### config.mk
export PLATFORM = sky130hd
export DESIGN_NAME = add1x1_flat
export DESIGN_NICKNAME = d
export VERILOG_FILES = /design/src/rtl/add1x1_pkg.sv /design/src/rtl/add1x1_if.sv /design/src/rtl/add1x1_fa_core.sv /design/src/rtl/add1x1.sv /design/src/flat_wrapper.sv
export SDC_FILE = /design/constraint.sdc
export NUM_CORES = 1
export LEC_CHECK = 0
export CAP_MARGIN = 40
export CORE_AREA = 2 2 39 41
export DETAILED_ROUTE_END_ITERATION = 16
export DIE_AREA = 0 0 41 43
export PLACE_DENSITY = 0.31
export REMOVE_ABC_BUFFERS = 1
export SLEW_MARGIN = 20
export SYNTH_ARGS = -nofsm -noshare
export SYNTH_HDL_FRONTEND = slang
export SYNTH_HIERARCHICAL = 1
export SYNTH_SLANG_ARGS = --single-unit
### constraint.sdc
create_clock -name clk -period 1.91 [get_ports clk]
set_clock_uncertainty 0.15 [all_clocks]
set_input_delay 0.191 -clock clk [delete_from_list [all_inputs] [get_ports clk]]
set_output_delay 0.191 -clock clk [all_outputs]
set_load 0.005 [all_outputs]
### src/rtl/add1x1_pkg.sv
`default_nettype none
// ============================================================================
// add1x1_pkg : shared constants and result type for the 1x1 bit-serial adder
// Rev 1.0
// ============================================================================
package add1x1_pkg;

  localparam int c_REG_OUT_DEFAULT = 1;

  typedef struct packed {
    logic co;
    logic sum;
  } result_t;

  function automatic result_t pack_result(input logic co, input logic sum);
    result_t r;
    r.co  = co;
    r.sum = sum;
    return r;
  endfunction

endpackage : add1x1_pkg
`default_nettype wire

### src/rtl/add1x1_if.sv
`default_nettype none
// ============================================================================
// add1x1_if : operand/result bundle of the bit-serial adder
// Rev 1.0
// ============================================================================
interface add1x1_if;
  import add1x1_pkg::*;

  logic a;
  logic b;
  logic cin;
  logic in_valid;
  logic first;
  logic sum;
  logic co;
  logic out_valid;

  modport master (
    output a, b, cin, in_valid, first,
    input  sum, co, out_valid
  );

  modport slave (
    input  a, b, cin, in_valid, first,
    output sum, co, out_valid
  );

endinterface : add1x1_if
`default_nettype wire

### src/rtl/add1x1_fa_core.sv
`default_nettype none
// ============================================================================
// fa_core : purely combinational one-bit full adder
// Rev 1.0
// ============================================================================
module fa_core (
  input  wire logic a,
  input  wire logic b,
  input  wire logic c,
  output logic      s,
  output logic      co
);

  assign s  = a ^ b ^ c;
  assign co = (a & b) | (a & c) | (b & c);

endmodule : fa_core
`default_nettype wire

### src/rtl/add1x1.sv
`default_nettype none
// ============================================================================
// add1x1 : bit-serial adder, one operand bit per cycle, LSB first
// Rev 1.0
// ============================================================================
module add1x1
  import add1x1_pkg::*;
#(
  parameter int REG_OUT = c_REG_OUT_DEFAULT
) (
  input  wire logic  clk,
  input  wire logic  rst_n,
  add1x1_if.slave    bus
);

  logic    r_carry_q;
  logic    w_c_eff;
  logic    w_s;
  logic    w_c;
  result_t w_res;

  // A mux rather than gating keeps an unknown carry_q out of a word's first bit.
  assign w_c_eff = bus.first ? bus.cin : r_carry_q;

  fa_core u_fa_core (
    .a  (bus.a),
    .b  (bus.b),
    .c  (w_c_eff),
    .s  (w_s),
    .co (w_c)
  );

  assign w_res = pack_result(w_c, w_s);

  always_ff @(posedge clk) begin
    if (!rst_n) begin
      r_carry_q <= 1'b0;
    end else if (bus.in_valid) begin
      r_carry_q <= w_res.co;
    end
  end

  generate
    if (REG_OUT != 0) begin : g_reg_out
      result_t r_res;
      logic    r_out_valid;

      // Result bits hold across idle cycles; only the qualifier drops.
      always_ff @(posedge clk) begin
        if (!rst_n) begin
          r_res       <= '0;
          r_out_valid <= 1'b0;
        end else begin
          r_out_valid <= bus.in_valid;
          if (bus.in_valid) begin
            r_res <= w_res;
          end
        end
      end

      assign bus.sum       = r_res.sum;
      assign bus.co        = r_res.co;
      assign bus.out_valid = r_out_valid;
    end else begin : g_comb_out
      assign bus.sum       = w_res.sum;
      assign bus.co        = w_res.co;
      assign bus.out_valid = bus.in_valid;
    end
  endgenerate

endmodule : add1x1
`default_nettype wire

### src/flat_wrapper.sv
// flat-port wrapper written by rule: the top's interface ports become plain ports
module add1x1_flat import add1x1_pkg::*;
#(
  parameter int REG_OUT = c_REG_OUT_DEFAULT
)
  (clk, rst_n, bus_a, bus_b, bus_cin, bus_in_valid, bus_first, bus_sum, bus_co, bus_out_valid);
  add1x1_if bus_i ();
  input  wire logic clk;
  input  wire logic rst_n;
  input wire logic [$bits(bus_i.a)-1:0] bus_a;
  input wire logic [$bits(bus_i.b)-1:0] bus_b;
  input wire logic [$bits(bus_i.cin)-1:0] bus_cin;
  input wire logic [$bits(bus_i.in_valid)-1:0] bus_in_valid;
  input wire logic [$bits(bus_i.first)-1:0] bus_first;
  output wire logic [$bits(bus_i.sum)-1:0] bus_sum;
  output wire logic [$bits(bus_i.co)-1:0] bus_co;
  output wire logic [$bits(bus_i.out_valid)-1:0] bus_out_valid;
  assign bus_i.a = bus_a;
  assign bus_i.b = bus_b;
  assign bus_i.cin = bus_cin;
  assign bus_i.in_valid = bus_in_valid;
  assign bus_i.first = bus_first;
  assign bus_sum = bus_i.sum;
  assign bus_co = bus_i.co;
  assign bus_out_valid = bus_i.out_valid;
  add1x1 #(.REG_OUT(REG_OUT)) u_core (.clk(clk), .rst_n(rst_n), .bus(bus_i));
endmodule
==> reports/metrics.yaml <==
power_and_ir_drop:
  p_total_mw: 0.216
  clkPwrFrac_pct: 49.7
  switching_power_mw: 0.0432
  p_per_area_mw_per_mm2: 806
  power.share.switching_pct: 20.0
  power_leakage_nw: 0.105
  p_int_mw: 0.173
  p_comb_share_pct: 17.7
  vdd_drop_max_mv: 0.112
  pwr-share-seq_pct: 32.6
floorplan:
  io_pins: 10
  core_area_mm2: 0.00138
  start_util_pct: 9.49
  rows: 14
  die_h_um: 43
  fp.dieW_um: 41
  dieArea_mm2: 0.00176
worst_setup_path:
  end_kind: "flop"
  cp_num_buf_inv: 1
  path_cells: "clkdlybuf4s50_1, mux2_2, fa_1, mux2i_1, nor2b_1"
  crit_type: "in -> reg"
  cp_top_family: "multiplexers"
  worstPathArrival_ns: 1.66
  critPathSlowestCell: "clkdlybuf4s50_1"
  cp-start-kind: "input port"
  worstPathMaxFanout: 1
  required_ns: 1.87
  critPathMaxStageDelay_ns: 0.46
grt:
  grt_first_pass_wirelength_um: 579
  grt_max_degree: 4
  grt_overflow: 0
  grt_pass1_vias: 152
  grt_usage_pct: 5.61
  antenna_found_initial: 0
timing:
  setup_slack_ns: 0.213
  finalHoldViolations: 0
  fin_crit_ns: 1.70
  post-route-period-util_pct: 88.9
  setup_viol: 0
  max_clock_freq_mhz: 589
  slew_headroom_pct: 90.1
  tightest_slew_ns: 0.145
  maxSlewViolCount: 0
  tns_ns: 0
  rsz0062_at_grt: "no"
finish:
  areaGrowthSynthToFinish_pct: 104
  fin_nets: 32
  n_antenna_cell: 0
  drive_gt1_share_pct: 21.7
  layout_commonest_cell: "clkdlybuf4s50_1"
  fin_area_um2: 268
  final_cell_mix: "clkdlybuf4s50_1, clkbuf_4, dfxtp_1"
route:
  drc: 0
  routed_wl_um: 333
  dr.pass1.iters: 2
  ant_nets: 0
  vias_per_cell: 3.28
  vias: 128
  drtIter0Drc: 1
  wl_per_cell_um: 8.54
placement:
  place_congestion: 0.493
  io_buffers: 9
  place_area_um2: 241
  dp_slack_ns: -0.0160
clock_tree:
  cts_tree: "yes"
  cts_hold_buf: 0
  cts_root_buffer: "clkbuf_4"
  cts_resized: 0
  cts_buffers: 3
  cts_setup_buffers: 0
  clk_path_buf_depth: 2
  clock_sinks: 3
  clk_pin_slew_ns: 0.03
  h-tree-depth: 1
  clk_latency_ns: 0.23
min_path:
  hp-class: "reg -> reg"
logic_synthesis:
  postSynthAreaPerCell_um2: 13.1
  yosysWarnings: 6
  ys_ff_latch: 3
  synth_seq_area_share_pct: 45.7
  postSynthCellCount: 10
  syn-cell-area_um2: 131
  synthDistinctLibCells: 6
flow_run:
  drv_cap: 0
status:
  status: "completed"
==> path summary, 6_finish.rpt <==
path	startpoint	to	slack [ns]	cells past startpoint
worst max-delay path	bus_first	u_core/bus.sum	0.21	5
worst min-delay path	u_core/bus.sum	u_core/bus.sum	0.39	2
worst min register to register	u_core/bus.sum	u_core/bus.sum	0.39	2
worst max register to register	u_core/bus.co	u_core/bus.sum	0.39	4
==> final cells by class <==
type,count,area [um^2]
repair buffers,9,90.1
well taps,16,20.0
multi-input cells,7,71.3
flip-flops and latches,3,60.1
fillers,162,1120
clock buffers,4,26.3
==> synth_stat cells (all sizes together) <==
master  number  share of area [%]
dfxtp        3                 46
fa           1                 15
mux2         1                8.6
nor2b        2                9.5
and2         1                5.7
mux2i        2                 15
==> state kept, by name, indices dropped and copies added (netlist names) <==
| name | count |
|---|---|
| u_core/bus.co | 1 |
| u_core/bus.out_valid | 1 |
| u_core/bus.sum | 1 |
==> metrics by stage <==
step                std cells  utilization, %  hold WS, ns
floorplan                  10               -        0.169
global placement           35            17.5        0.352
detailed placement         35            17.5        0.379
CTS                        39            19.3        0.388
global route               39            19.3        0.431
finish                     39            19.3        0.387
==> tightest hold or removal path, delay by kind of cell, from the launching register on <==
kind             cells  cell delay, ns
flip-flops           1            0.32
multiplexers         1            0.08
AND/OR/NAND/NOR      1            0.10
==> power groups by stage <==
stage          Sequential (mW)  Clock, mW  Combinational [mW]
2_1_floorplan           0.0714          0              0.0115
3_3_place_gp            0.0711          0              0.0391
3_5_place_dp            0.0712          0              0.0382
4_1_cts                 0.0704      0.113              0.0390
5_1_grt                 0.0707      0.122              0.0424
6_report                0.0703      0.107              0.0382
==> metal layers <==
layer | vias to the layer above | share of wire, % | global-route usage [%]
met2 | 5 | 54 | 7.81
met4 | 0 | 0 | 8.00
met5 | - | 0 | 0
li1 | 60 | - | -
met1 | 63 | 33 | 3.82
met3 | 0 | 12 | 3.66
==> cells by family after synthesis <==
kind of cell	synth area share, %
simple gates	15.2
fa+ha+maj	15.2
flops	45.7
mux	23.8
Power figures use the tool's default switching activity.
